`src/rtl/intc_pkg.sv`:
```
// Shared definitions for interrupt_controller_v2: register offsets, FSM states
// and the spurious vector value.
package intc_pkg;

  localparam int ID_W = 4;

  localparam logic [2:0] OFF_VECTOR  = 3'd0;
  localparam logic [2:0] OFF_PENDING = 3'd1;
  localparam logic [2:0] OFF_MASK    = 3'd2;
  localparam logic [2:0] OFF_EDGE    = 3'd3;
  localparam logic [2:0] OFF_TLO     = 3'd4;
  localparam logic [2:0] OFF_THI     = 3'd5;
  localparam logic [2:0] OFF_TCTRL   = 3'd6;

  localparam logic [15:0] SPURIOUS_VEC = 16'hFFFF;

  typedef enum logic [1:0] {
    IDLE    = 2'd0,
    REQ     = 2'd1,
    SERVICE = 2'd2
  } state_e;

endpackage

```
`src/rtl/intc_timer.sv`:
```
// Free-running timer source: counts while run_i is set, wraps to 0 after TIMER_MAX
// with a one-cycle tick, and latches the upper half on a low-half read.
module intc_timer #(
  parameter int          TIMER_W   = 32,
  parameter logic [31:0] TIMER_MAX = 32'h100
) (
  input  logic        clk,
  input  logic        rst,
  input  logic        run_i,
  input  logic        lo_rd_i,
  output logic        tick_o,
  output logic [15:0] lo_o,
  output logic [15:0] hi_o
);

  localparam logic [TIMER_W-1:0] MAXV = TIMER_MAX[TIMER_W-1:0];

  logic [TIMER_W-1:0]  cnt_q, cnt_d;
  logic [TIMER_W-17:0] shadow_q, shadow_d;

  assign tick_o = run_i && (cnt_q == MAXV);

  always_comb begin
    cnt_d = cnt_q;
    if (run_i) cnt_d = tick_o ? '0 : cnt_q + 1'b1;
    shadow_d = lo_rd_i ? cnt_q[TIMER_W-1:16] : shadow_q;
  end

  always_ff @(posedge clk) begin
    if (rst) begin
      cnt_q    <= '0;
      shadow_q <= '0;
    end else begin
      cnt_q    <= cnt_d;
      shadow_q <= shadow_d;
    end
  end

  assign lo_o = cnt_q[15:0];
  assign hi_o = 16'(shadow_q);

endmodule

```
`src/rtl/interrupt_controller_v2.sv`:
```
// Vectored interrupt controller: N_IRQ external lines plus one timer source (highest priority).
// Optional macro IRQ_SYNC_EN adds 2-flop synchronisers on b_irq_n, int_ack_n and nmi_n.
module interrupt_controller_v2
  import intc_pkg::*;
#(
  parameter int                N_IRQ     = 8,
  parameter int                ADDR_W    = 14,
  parameter logic [ADDR_W-1:0] BASE_ADDR = 14'h2000,
  parameter int                TIMER_W   = 32,
  parameter logic [31:0]       TIMER_MAX = 32'h100
) (
  input  logic              clk,
  input  logic              rst,
  input  logic [ADDR_W-1:0] addr_bus,
  input  logic              read_n,
  input  logic              write_n,
  input  logic [15:0]       wr_data,
  output logic [15:0]       rd_data,
  input  logic [N_IRQ-1:0]  b_irq_n,
  input  logic              nmi_n,
  output logic              b_nmi_n,
  output logic              int_n,
  input  logic              int_ack_n
);

  localparam int NS = N_IRQ + 1;

  logic [N_IRQ-1:0] irq_n;
  logic             ack_n, nmi_s;

`ifdef IRQ_SYNC_EN
  logic [N_IRQ-1:0] irq_s1_q, irq_s2_q;
  logic [1:0]       ack_s_q, nmi_s_q;

  always_ff @(posedge clk) begin
    if (rst) begin
      irq_s1_q <= '1;
      irq_s2_q <= '1;
      ack_s_q  <= '1;
      nmi_s_q  <= '1;
    end else begin
      irq_s1_q <= b_irq_n;
      irq_s2_q <= irq_s1_q;
      ack_s_q  <= {ack_s_q[0], int_ack_n};
      nmi_s_q  <= {nmi_s_q[0], nmi_n};
    end
  end

  assign irq_n = irq_s2_q;
  assign ack_n = ack_s_q[1];
  assign nmi_s = nmi_s_q[1];
`else
  assign irq_n = b_irq_n;
  assign ack_n = int_ack_n;
  assign nmi_s = nmi_n;
`endif

  state_e            state_q, state_d;
  logic [NS-1:0]     pend_q, pend_d, set_v, clr_v;
  logic [15:0]       mask_q;
  logic [N_IRQ-1:0]  edge_q, irq_prev_q;
  logic              run_q;
  logic              isv_valid_q;
  logic [ID_W-1:0]   isv_id_q;
  logic [15:0]       rd_data_q, rd_data_d, rd_val;
  logic              b_nmi_n_q;

  logic [ADDR_W-1:0] off;
  logic [2:0]        reg_sel;
  logic              hit, wr_en, rd_en, eoi, ack;
  logic              cand_valid, grant, spurious, tick;
  logic [ID_W-1:0]   cand_id;
  logic [NS-1:0]     edge_all;
  logic [15:0]       tim_lo, tim_hi;

  assign off      = addr_bus - BASE_ADDR;
  assign hit      = (off < ADDR_W'(7));
  assign reg_sel  = off[2:0];
  assign wr_en    = ~write_n & hit;
  assign rd_en    = ~read_n & write_n & hit;
  assign eoi      = wr_en && (reg_sel == OFF_VECTOR);
  assign ack      = ~ack_n;
  assign edge_all = {1'b1, edge_q};

  intc_timer #(
    .TIMER_W   (TIMER_W),
    .TIMER_MAX (TIMER_MAX)
  ) u_timer (
    .clk     (clk),
    .rst     (rst),
    .run_i   (run_q),
    .lo_rd_i (rd_en && (reg_sel == OFF_TLO)),
    .tick_o  (tick),
    .lo_o    (tim_lo),
    .hi_o    (tim_hi)
  );

  // Ascending scan so the highest unmasked pending index (timer last) wins.
  always_comb begin
    cand_valid = 1'b0;
    cand_id    = '0;
    for (int i = 0; i < NS; i++) begin
      if (pend_q[i] && !mask_q[i]) begin
        cand_valid = 1'b1;
        cand_id    = ID_W'(i);
      end
    end
  end

  always_ff @(posedge clk) begin
    if (rst) state_q <= IDLE;
    else     state_q <= state_d;
  end

  always_comb begin
    state_d = state_q;
    case (state_q)
      IDLE:    if (cand_valid) state_d = REQ;
      REQ:     if (!cand_valid) state_d = IDLE;
               else if (ack)    state_d = SERVICE;
      SERVICE: if (eoi) state_d = IDLE;
      default: state_d = IDLE;
    endcase
  end

  always_comb begin
    int_n    = (state_q != REQ);
    grant    = (state_q == REQ) && cand_valid && ack;
    spurious = ack && !grant;
  end

  // A new edge in the same cycle as a clear takes precedence over the clear.
  always_comb begin
    set_v = '0;
    for (int i = 0; i < N_IRQ; i++) set_v[i] = edge_q[i] & irq_prev_q[i] & ~irq_n[i];
    set_v[N_IRQ] = tick;
    clr_v = '0;
    if (wr_en && (reg_sel == OFF_PENDING)) clr_v = wr_data[NS-1:0] & edge_all;
    for (int i = 0; i < NS; i++) begin
      if (grant && edge_all[i] && (cand_id == ID_W'(i))) clr_v[i] = 1'b1;
    end
    pend_d = (pend_q & ~clr_v) | set_v;
    for (int i = 0; i < N_IRQ; i++) begin
      if (!edge_q[i]) pend_d[i] = ~irq_n[i];
    end
  end

  always_comb begin
    rd_val = '0;
    case (reg_sel)
      OFF_VECTOR:  rd_val = isv_valid_q ? 16'(isv_id_q) : SPURIOUS_VEC;
      OFF_PENDING: rd_val = 16'(pend_q);
      OFF_MASK:    rd_val = mask_q;
      OFF_EDGE:    rd_val = 16'(edge_q);
      OFF_TLO:     rd_val = tim_lo;
      OFF_THI:     rd_val = tim_hi;
      OFF_TCTRL:   rd_val = {15'd0, run_q};
      default:     rd_val = '0;
    endcase
    if (grant)         rd_data_d = 16'(cand_id);
    else if (spurious) rd_data_d = SPURIOUS_VEC;
    else if (rd_en)    rd_data_d = rd_val;
    else               rd_data_d = '0;
  end

  always_ff @(posedge clk) begin
    if (rst) begin
      pend_q      <= '0;
      mask_q      <= '1;
      edge_q      <= '0;
      run_q       <= 1'b0;
      irq_prev_q  <= '1;
      isv_valid_q <= 1'b0;
      isv_id_q    <= '0;
      rd_data_q   <= '0;
      b_nmi_n_q   <= 1'b1;
    end else begin
      pend_q     <= pend_d;
      irq_prev_q <= irq_n;
      rd_data_q  <= rd_data_d;
      b_nmi_n_q  <= nmi_s;
      if (eoi) isv_valid_q <= 1'b0;
      if (grant) begin
        isv_valid_q <= 1'b1;
        isv_id_q    <= cand_id;
      end
      if (wr_en) begin
        case (reg_sel)
          OFF_MASK:  mask_q <= wr_data;
          OFF_EDGE:  edge_q <= wr_data[N_IRQ-1:0];
          OFF_TCTRL: run_q  <= wr_data[0];
          default: ;
        endcase
      end
    end
  end

  assign rd_data = rd_data_q;
  assign b_nmi_n = b_nmi_n_q;

endmodule

```
`config.mk`:
```
export PLATFORM = sky130hd
export DESIGN_NAME = interrupt_controller_v2
export DESIGN_NICKNAME = d
export VERILOG_FILES = /design/src/rtl/intc_pkg.sv /design/src/rtl/intc_timer.sv /design/src/rtl/interrupt_controller_v2.sv
export SDC_FILE = /design/constraint.sdc
export NUM_CORES = 1
export LEC_CHECK = 0
export ABC_AREA = 1
export ABC_CLOCK_PERIOD_IN_PS = 3400
export BUFFER_PORTS_ARGS = -buffer_cell sky130_fd_sc_hd__buf_2
export CORE_MARGIN = 10
export CORE_UTILIZATION = 33
export DETAILED_ROUTE_END_ITERATION = 12
export GPL_ROUTABILITY_DRIVEN = 1
export SKIP_CTS_REPAIR_TIMING = 1
export SYNTH_ARGS = -nofsm -noshare
export SYNTH_HDL_FRONTEND = slang
export SYNTH_SLANG_ARGS = --single-unit
```
`constraint.sdc`:
```
create_clock -name clk -period 3.4 [get_ports clk]
set_clock_uncertainty 0.2 [all_clocks]
set_input_delay 0.68 -clock clk [delete_from_list [all_inputs] [get_ports clk]]
set_output_delay 0.68 -clock clk [all_outputs]
set_load 0.01 [all_outputs]
```
; Yosys cells after proc, flatten, opt, wreduce, memory -nomap -nowiden
; Index checks and enable logic that the tools add are counted.
[word_totals]
ff_bits = 114
wordCells = 171
[classes]
addsub = 2
n_mux = 48
n_lt_le_gt_ge = 1
n_eq_ne = 21
bitwise = 34
reduce_logical = 52
[ops]
columns = op, n
row1 = case mux 16 bit (7 select lines), 1
row2 = two-way mux 16 bit, 3
row3 = logical AND 1 bit, 33
row4 = adder 32 x 1 -> 32 bit (second input constant), 1
row5 = equality test 32 x 9 -> 1 bit (second input constant), 1
row6 = two-way mux 32 bit, 1
row7 = two-way mux 4 bit, 8
row8 = two-way mux 1 bit, 29
row9 = bitwise AND 1 bit, 19
row10 = bitwise AND 9 bit, 2
row11 = equality test 4 x 3 -> 1 bit (second input constant), 4
row12 = less-than comparator 14 x 3 -> 1 bit (second input constant), 1
row13 = subtractor 14 bit (second input constant), 1
row14 = inverter 1 bit, 11
row15 = zero test 1 bit, 10
row16 = equality test 3 bit (second input constant), 3
row17 = two-way mux 9 bit, 1
row18 = inverter 9 bit, 1
row19 = bitwise OR 9 bit, 1
row20 = equality test 4 x 2 -> 1 bit (second input constant), 2
row21 = two-way mux 2 bit, 4
row22 = equality test 3 x 2 -> 1 bit (second input constant), 2
row23 = case mux 2 bit (3 select lines), 1
row24 = AND reduction 2 bit, 3
row25 = other kinds (14), 15

; Logic depth before layout (Yosys ltp)
; Gate-level depths: netlist (run 1).
[logic_depth]
ltp_word = 20
mapped_depth = 12
mapped_depth_nobuf = 12

; Hierarchy
; A second synthesis (run 1) with hierarchy kept.
[unflattened]
cells_unflattened = 862
area_unflattened_um2 = 5756.8
[by_module_without_submodules]
columns = mod, instances, cells_per_inst, area_per_inst_um2, seq_area_each_um2
row1 = interrupt_controller_v2, 1, 480, 3251.9, 1321.3
row2 = intc_timer, 1, 382, 2504.9, 960.9

; Worst setup path after synthesis (run 1)
; No wires, ideal clock.
[synth_path]
path_type = in2reg
from = input port addr_bus[8]
to = register mask_q[15]
path_stages = 10
required_time_ns = 3.131
arrival_ns = 1.634
setup_slack_ns = 1.497
n_path_buf = 1
cell_sequence = inv_1 > nand2_1 > nor2_1 > nand2_1 > nor2_4 > nand2_2 > nor2_4 > buf_4 > a21oi_1 > o21ai_1
[synth_between]
elab_chain_cells = 4
[synth_rtl]
columns = item, line_no
row1 = "start, declared", interrupt_controller_v2.sv:14  ; input logic [ADDR_W-1:0] addr_bus,
row2 = subtractor 14 bit, interrupt_controller_v2.sv:76  ; assign off = addr_bus - BASE_ADDR;
row3 = less-than comparator 14 x 3 -> 1 bit, interrupt_controller_v2.sv:77  ; assign hit = (off < ADDR_W'(7));
row4 = bitwise AND 1 bit, interrupt_controller_v2.sv:79  ; assign wr_en = ~write_n & hit;
row5 = AND reduction 2 bit (no source line), --
row6 = "end signal, assigned", interrupt_controller_v2.sv:189  ; OFF_MASK: mask_q <= wr_data;
row7 = "end, declared", interrupt_controller_v2.sv:60  ; logic [15:0] mask_q;
; Every way passes these cells.
; A chain may end at the register's enable or synchronous reset.

; Worst setup path in the final report (run 1)
[layout_path]
from = input port addr_bus[4]
to = register mask_q[13]
; The elaborated chain is that of the path after synthesis.

==> results.tsv, run 1 <==
stage	metric	value	unit
status	outcome	finished clean	
timing	timing.final.crit_share	0.6841	
setup_path	cp_num_buf_inv	2	
yosys	postSynthCellCount	823	
place	dp.cells	1083	
setup_path	endpoint	mask_q[13]	
global_route	grt_pass1_vias	5325	
routing	routed_wl	17630	um
timing	min_period	2326	ps
yosys	ys_types	32	
hold_path	worstHoldPathType	input port to flop	
yosys	synth_common_cells	nand2_1, dfxtp_1, inv_1	
timing	rsz0062_at_grt	false	
yosys	ys_warn_count	0	
setup_path	path_cells	buf_2, nor2_1, nand3_1, nor2_4, nand2_2, nor2_4, inv_2, nand2_1, nand3_1	
routing	routed_via_density	4.973	
die	pin_count	62	
timing	hold_viol	0	
pwr	netSwitchingFraction	0.2359	
timing	worst_pin_slew	729.5	ps
setup_path	end_kind	flop	
global_route	grt_max_degree	42	
timing	fin_tns_setup	0	ps
place	pre_cts_ws	638.4	ps
die	core	16700	um2
yosys	avgSynthCellArea	6.863	um2
setup_path	cpPeakStageDelay	520	ps
routing	drt_iter0_drc	407	
hold_path	holdPathStages	2	
timing	setup_viol	0	
die	initial_core_util	0.3382	
pwr	p_per_area	485.0	nW/um2
finish	syn2layout_area_growth	18.63	%
setup_path	cp_top_family	simple AND/OR/NAND/NOR gates	
routing	ant_nets	0	
yosys	syn_area	5648	um2
place	dp_hpwl	13280	um
pwr	max-vdd-ir-drop	0.3417	mV
yosys	synth.most_common_cell	nand2_1	
clock_network	cts-buffers-inserted	17	
finish	final_cells	1115	
routing	wire_per_inst	15.81	um
timing	holdWs	237.5	ps
die	num_rows	47	
setup_path	worstPathRequired	3490	ps
setup_path	path_max_fanout	26	
die	die_w	150.8	um
clock_network	path_clk_slew	50	ps
place	gp_congestion	0.9332	
clock_network	insertion_delay	430	ps
global_route	grt_use_total	0.1573	
die	die-height	150.8	um
clock_network	cts_sinks	114	
global_route	overflow	0	
setup_path	worst_ep_arrival_time	2410	ps
yosys	async_flop_share	0	
global_route	grt_first_pass_wirelength	27900	um
setup_path	slowest_stage	nor2_4	
finish	antenna_cells	0	
yosys	synth_edf_count	0	
timing	drv_slew	0	
finish	nets	928	
pwr	power.internal	0.002483	W
clock_network	clockBufferDepth	2	
global_route	antenna_found_initial	0	
yosys	synth-seq-area-share	0.4041	
clock_network	htreeDepth	4	
timing	max_slew_margin	0.5123	
yosys	syn_nets	869	
setup_path	timing.rr.start	mask_q[8]	
setup_path	worstReg2RegEnd	rd_data[2]	
pwr	power_frac_seq	0.420	
timing	worst_slack	1074	ps
timing	fmax	429.9	MHz
pwr	power.leakage	2.764	nW
yosys	synth-main-ff-cell	dfxtp_1	
place	numPortBuffers	61	
routing	drt_first_pass_iters	5	
setup_path	startpoint_type	input port	
setup_path	reg2reg_slack	1270	ps
setup_path	critPathLaunch	addr_bus[4]	
setup_path	reg2reg_depth	8	
yosys	synth.largest_area_cell	dfxtp_1	
setup_path	crit_type	input port to flop	
clock_network	tritoncts	yes	
yosys	ys_top_cells_by_area	dfxtp_1, nand2_1, inv_1	
routing	drc	0	
pwr	p_clk_frac	0.531	
pwr	comb_power_share	0.049	
yosys	synthDominantCellAreaShare	0.4041	
run	drv_cap	0	
finish	drive_gt1_frac	0.1609	
pwr	power_switching	0.0007665	W
routing	vias	5545	
yosys	ys_seq_elements	114	
setup_path	cp_num_cells	9	
clock_network	root_buffer	clkbuf_16	
die	dieArea	22750	um2
[kinds of logic (layout without fill, tap and decap cells)]
kind of cell             Yosys count  in the layout  share of synthesized area
adder cells (fa/ha/maj)            2              2                   0.004430
AO/OA/AOI/OAI                    165            165                     0.1608
AND/OR/NAND/NOR                  397            397                     0.3230
buffers and inverters            139            211                    0.09836
XOR/XNOR                           6              6                   0.009304
flip-flops                       114            114                     0.4041
[per-layer routing]
metal	routed length, um	part of all wire	global-route usage	vias to the layer above
li1	-	-	-	2821
met1	7518	0.43	0.1903	2512
met2	8536	0.48	0.2603	179
met3	1175	0.067	0.04266	33
met4	399	0.023	0.06112	0
met5	0	0	0	-
[sequential cells by signal (all words and copies together), names as in the netlist]
| name | cells |
|---|---|
| u_timer.cnt_q | 32 |
| mask_q | 16 |
| rd_data | 16 |
| u_timer.hi_o | 16 |
| pend_q | 9 |
| edge_q | 8 |
| irq_prev_q | 8 |
| isv_id_q | 4 |
| state_q | 2 |
| b_nmi_n | 1 |
| isv_valid_q | 1 |
| run_q | 1 |
[power by group through the flow]
stage | sequential, W | combinational, W | clock (W)
final | 0.00137 | 0.000160 | 0.00172
after global routing | 0.00137 | 0.000175 | 0.00181
after CTS | 0.00137 | 0.000159 | 0.00175
after detailed placement | 0.00139 | 0.000159 | 0
after global placement | 0.00139 | 0.000159 | 0
after floorplan | 0.00140 | 0.0000796 | 0
[final cells by class]
type                    count  area, um2
clock buffers              18      429.2
clock inverters            14      140.1
fillers                  1745      10000
inverters                 114      427.9
multi-input cells         570       2810
flip-flops and latches    114       2282
well taps                 220      275.3
repair buffers             65      335.3
[cells in the final DEF, fill, tap and decap left out, types with 2 or more instances in the layout]
cell type   netlist  final
nand2_1         175    175
dfxtp_1         114    114
inv_1           100    100
nor2_1           83     83
a21oi_1          69     69
buf_2            12     61
nand3_1          52     52
o21ai_1          35     35
nor3_1           29     29
o21ai_0          25     25
nand4_1          22     22
clkbuf_16         0     17
inv_2            14     14
o211ai_1         10     10
o21bai_1         10     10
or2_2             9      9
nor2_4            8      8
o22ai_1           7      7
a22oi_1           6      6
xor2_1            6      6
nand2_2           5      5
nor2_2            5      5
clkinvlp_4        0      5
clkinv_2          0      5
nand3_2           4      4
buf_4             5      4
nor3_4            2      2
o31ai_1           2      2
ha_1              2      2
bufinv_16         0      2
[through the flow]
step / util / cell area, um2 / total power, W
after floorplan: - / 5648 / 0.001478
after global placement: 0.3671 / 6131 / 0.001553
after detailed placement: 0.3671 / 6131 / 0.001553
after CTS: 0.4012 / 6700 / 0.003279
after global routing: 0.4012 / 6700 / 0.003355
final: 0.4012 / 6700 / 0.003250
[how the worst min path moves through the flow]
stage,startpoint,end
floorplan,irq_prev_q[4],pend_q[4]
global placement,isv_id_q[3],isv_id_q[3]
detailed placement,irq_prev_q[0],pend_q[0]
CTS,nmi_n,b_nmi_n
global route,nmi_n,b_nmi_n
finish,nmi_n,b_nmi_n
No activity file was read; power rests on OpenSTA's default activity.
==> run 2: changes to the inputs <==
ABC_CLOCK_PERIOD_IN_PS = 2000   (was 3400)
clock period = 2 ns   (was 3.4 ns; I/O delays follow)
==> results.tsv, run 2 (synthesis results as in run 1) <==
stage	metric	value	unit	change
status	outcome	complete, but fails checks		was finished clean
status	violations	negative hold slack		
finish	nets	988		was 928
clock_network	clockBufferDepth	2		unchanged
die	die-height	150.8	um	unchanged
finish	regMostFlops	u_timer.cnt_q		unchanged
die	pin_count	62		unchanged
pwr	power.internal	0.004189	W	was 0.002483 W
place	pre_cts_ws	-29.43	ps	was 638.4 ps
finish	post-route-cell-area	7214	um2	was 6700 um2
place	dp.cells	1136		was 1083
finish	syn2layout_area_growth	27.74	%	was 18.63%
finish	layout_common_cells	nand2_1, dfxtp_1, inv_1, nor2_1, a21oi_1		unchanged
timing	timing.final.crit_share	0.9144		
run	drv_cap	0		unchanged
pwr	p_per_area	747.2	nW/um2	was 485.0 nW/um2
clock_network	tritoncts	yes		unchanged
finish	drive_gt1_frac	0.2015		was 0.1609
global_route	overflow	0		unchanged
pwr	comb_power_share	0.059		was 0.049
clock_network	root_buffer	clkbuf_16		unchanged
die	num_rows	47		unchanged
timing	setup_viol	0		unchanged
hold_path	holdPathStages	2		unchanged
setup_path	crit_type	flop to flop		was input port to flop
clock_network	insertion_delay	420	ps	was 430 ps
timing	fmax	546.8	MHz	
global_route	grt_first_pass_wirelength	29260	um	was 27900 um
die	core	16700	um2	unchanged
timing	min_period	1829	ps	
timing	worst_slack	171.3	ps	was 1074 ps
timing	rsz0062_at_grt	false		unchanged
global_route	grt_pass1_vias	5595		was 5325
place	numPortBuffers	61		unchanged
die	dieArea	22750	um2	unchanged
global_route	antenna_found_initial	0		unchanged
pwr	netSwitchingFraction	0.2230		was 0.2359
clock_network	cts-buffers-inserted	17		unchanged
timing	max_slew_margin	0.6402		was 0.5123
finish	final_cells	1173		was 1115
setup_path	worst_ep_arrival_time	1980	ps	was 2410 ps
pwr	power.leakage	3.073	nW	was 2.764 nW
place	gp_congestion	0.9179		was 0.9332
clock_network	htreeDepth	4		unchanged
routing	drt_iter0_drc	398		was 407
routing	drc	0		unchanged
setup_path	startpoint_type	flop		was input port
place	dp_hpwl	14320	um	was 13280 um
global_route	grt_use_total	0.1653		was 0.1573
finish	antenna_cells	0		unchanged
finish	final_util	0.4320		was 0.4012
finish	largest_reg_flops	32		unchanged
routing	wire_per_inst	15.73	um	was 15.81 um
setup_path	worstPathRequired	2160	ps	was 3490 ps
pwr	max-vdd-ir-drop	0.6832	mV	was 0.3417 mV
timing	drv_slew	0		unchanged
routing	vias	5824		was 5545
timing	worst_pin_slew	539.1	ps	was 729.5 ps
setup_path	path_max_fanout	6		was 26
finish	layout_commonest_cell	nand2_1		unchanged
routing	ant_nets	0		unchanged
timing	holdWs	-10.84	ps	was 237.5 ps
clock_network	path_clk_slew	50	ps	about the same
pwr	power_switching	0.001202	W	was 0.0007665 W
hold_path	worstHoldPathType	input port to flop		unchanged
routing	routed_wl	18450	um	was 17630 um
global_route	grt_max_degree	29		was 42
timing	hold_viol	1		was 0
routing	routed_via_density	4.965		was 4.973
place	post_dp_cell_area	6616	um2	was 6131 um2
die	die_w	150.8	um	unchanged
setup_path	end_kind	flop		unchanged
pwr	power_frac_seq	0.431		was 0.420
die	initial_core_util	0.3382		unchanged
pwr	p_clk_frac	0.510		was 0.531
routing	drt_first_pass_iters	5		unchanged
setup_path	reg2reg_depth	11		was 8
clock_network	cts_sinks	114		unchanged
-- run 2: per-stage QoR --
stage | TNS (ps) | total power, W
after floorplan | 0 | 0.002512
after global placement | -39.82 | 0.002678
after detailed placement | -106.5 | 0.002677
after CTS | 0 | 0.005435
after global routing | 0 | 0.005588
final | 0 | 0.005391
-- run 2: layout make-up --
type	instances	area, um2
multi-input combinational	570	2810
sequential	114	2282
clock inverter	7	60.06
tap	220	275.3
inverter	114	427.9
clock buffer	23	467.9
fill	1772	9487
timing repair buffer	125	890.9
-- run 2: layer usage --
| layer | track usage | wire length [um] |
|---|---|---|
| met1 | 0.1985 | 7805 |
| met3 | 0.04236 | 1129 |
| met2 | 0.2790 | 9061 |
| met4 | 0.06015 | 452 |
| met5 | 0 | 0 |
-- run 2: final timing paths --
check	end	startpoint	slack, ps
max	u_timer.cnt_q[24]	u_timer.cnt_q[1]	170
max reg2reg	u_timer.cnt_q[24]	u_timer.cnt_q[1]	170
min	irq_prev_q[1]	b_irq_n[1]	-10
min reg2reg	pend_q[4]	irq_prev_q[4]	240
-- run 2: power groups by stage --
stage / Sequential (W) / Clock (W) / Combinational [W]
after CTS: 0.00232 / 0.00280 / 0.000310
after global routing: 0.00232 / 0.00291 / 0.000350
after global placement: 0.00237 / 0 / 0.000308
after detailed placement: 0.00237 / 0 / 0.000308
after floorplan: 0.00238 / 0 / 0.000135
final: 0.00232 / 0.00275 / 0.000318
-- run 2: worst max-delay path, stage by stage, from the launching register on --
cell	delay (ps)
dfxtp_1	380
ha_1	180
inv_1	80
nor3_1	170
nand2_1	110
nor2_4	190
nand2_2	120
nor2_4	110
nand2_1	60
nand2_1	60
inv_1	40
nor2_1	90
==> run 3: changes to the inputs <==
CTS_BUF_LIST = sky130_fd_sc_hd__clkbuf_16   (was unset)
==> results.tsv, run 3 (synthesis results as in run 1) <==
stage	metric	value	unit	change
routing	drc	0		unchanged
timing	rsz0062_at_grt	false		unchanged
routing	routed_via_density	4.980		was 4.965
die	dieArea	22750	um2	unchanged
setup_path	reg2reg_slack	170	ps	about the same
timing	setup_viol	0		unchanged
pwr	p_per_area	735.5	nW/um2	was 747.2 nW/um2
global_route	grt_max_degree	29		unchanged
finish	final_cells	1173		unchanged
place	dp_hpwl	14320	um	unchanged
finish	regMostFlops	u_timer.cnt_q		unchanged
status	violations	negative hold slack		unchanged
routing	wire_per_inst	15.63	um	was 15.73 um
place	numPortBuffers	61		unchanged
hold_path	worstHoldPathType	input port to flop		unchanged
clock_network	htreeDepth	4		unchanged
clock_network	path_clk_slew	50	ps	about the same
global_route	grt_first_pass_wirelength	29210	um	was 29260 um
die	pin_count	62		unchanged
place	dp.cells	1136		unchanged
timing	worst_pin_slew	527.0	ps	was 539.1 ps
routing	vias	5841		was 5824
finish	largest_reg_flops	32		unchanged
timing	hold_viol	3		was 1
clock_network	insertion_delay	420	ps	about the same
die	core	16700	um2	unchanged
timing	drv_slew	0		unchanged
status	outcome	complete, but fails checks		unchanged
clock_network	root_buffer	clkbuf_16		unchanged
finish	nets	988		unchanged
timing	worst_slack	171.8	ps	was 171.3 ps
routing	ant_nets	0		unchanged
clock_network	cts_sinks	114		unchanged
finish	final_util	0.4308		was 0.4320
timing	fmax	547.0	MHz	was 546.8 MHz
global_route	overflow	0		unchanged
global_route	antenna_found_initial	0		unchanged
die	die-height	150.8	um	unchanged
setup_path	end_kind	flop		unchanged
routing	drt_iter0_drc	446		was 398
timing	fin_tns_setup	0	ps	unchanged
setup_path	worst_ep_arrival_time	1990	ps	was 1980 ps
timing	holdWs	-13.45	ps	was -10.84 ps
finish	antenna_cells	0		unchanged
timing	min_period	1828	ps	was 1829 ps
clock_network	cts-buffers-inserted	17		unchanged
setup_path	crit_type	flop to flop		unchanged
setup_path	startpoint_type	flop		unchanged
die	die_w	150.8	um	unchanged
finish	layout_commonest_cell	nand2_1		unchanged
run	drv_cap	0		unchanged
finish	syn2layout_area_growth	27.38	%	was 27.74%
finish	drive_gt1_frac	0.1994		was 0.2015
place	pre_cts_ws	-29.43	ps	unchanged
routing	routed_wl	18340	um	was 18450 um
place	gp_congestion	0.9179		unchanged
finish	layout_common_cells	nand2_1, dfxtp_1, inv_1, nor2_1, a21oi_1		unchanged
timing	max_slew_margin	0.6483		was 0.6402
pwr	power.leakage	3.078	nW	was 3.073 nW
setup_path	path_max_fanout	6		unchanged
pwr	max-vdd-ir-drop	0.6772	mV	was 0.6832 mV
routing	drt_first_pass_iters	5		unchanged
clock_network	tritoncts	yes		unchanged
global_route	grt_pass1_vias	5599		was 5595
setup_path	worstPathRequired	2160	ps	about the same
die	num_rows	47		unchanged
timing	timing.final.crit_share	0.9141		was 0.9144
die	initial_core_util	0.3382		unchanged
global_route	grt_use_total	0.1649		was 0.1653
clock_network	clockBufferDepth	2		unchanged
==> run 3: layout make-up <==
type	instances	area [um2]
Fill cell	1770	9507
Sequential cell	114	2282
Tap cell	220	275.3
Clock inverter	13	82.58
Clock buffer	17	425.4
Timing Repair Buffer	125	890.9
Multi-Input combinational cell	570	2810
Inverter	114	427.9
==> run 3: path summary, 6_finish.rpt <==
check | startpoint | end | cells after the start
setup reg to reg | u_timer.cnt_q[1] | u_timer.cnt_q[24] | 11
setup / recovery | u_timer.cnt_q[1] | u_timer.cnt_q[24] | 11
hold reg to reg | irq_prev_q[4] | pend_q[4] | 2
hold / removal | b_irq_n[1] | irq_prev_q[1] | 2
==> run 3: through the flow <==
stage          cell area (um2)  power [W]  hold WS, ps
2_1_floorplan             5648   0.002512        212.9
3_3_place_gp              6616   0.002678        230.7
3_5_place_dp              6616   0.002677        232.7
4_1_cts                   7124   0.005334       -44.70
5_1_grt                   7194   0.005494       0.7417
6_report                  7194   0.005292       -13.45
==> run 3: metal layers <==
metal	up-vias	global-route usage	wire [um]
li1	2934	-	-
met1	2715	0.1983	7814
met2	166	0.2777	9030
met3	26	0.04236	1066
met4	0	0.06015	423
met5	-	0	0
==> run 3: report_power, final <==
group	switching [W]	internal (W)	total [W]
registers	0.0000129	0.00231	0.00232
logic	0.000179	0.000139	0.000318
clock network	0.00101	0.00164	0.00265
==> run 3: worst max-delay path, stage by stage, from the launching register on <==
cell,delay (ps)
dfxtp_1,380
ha_1,180
inv_1,80
nor3_1,170
nand2_1,110
nor2_4,190
nand2_2,120
nor2_4,110
nand2_1,60
nand2_1,60
inv_1,40
nor2_1,90
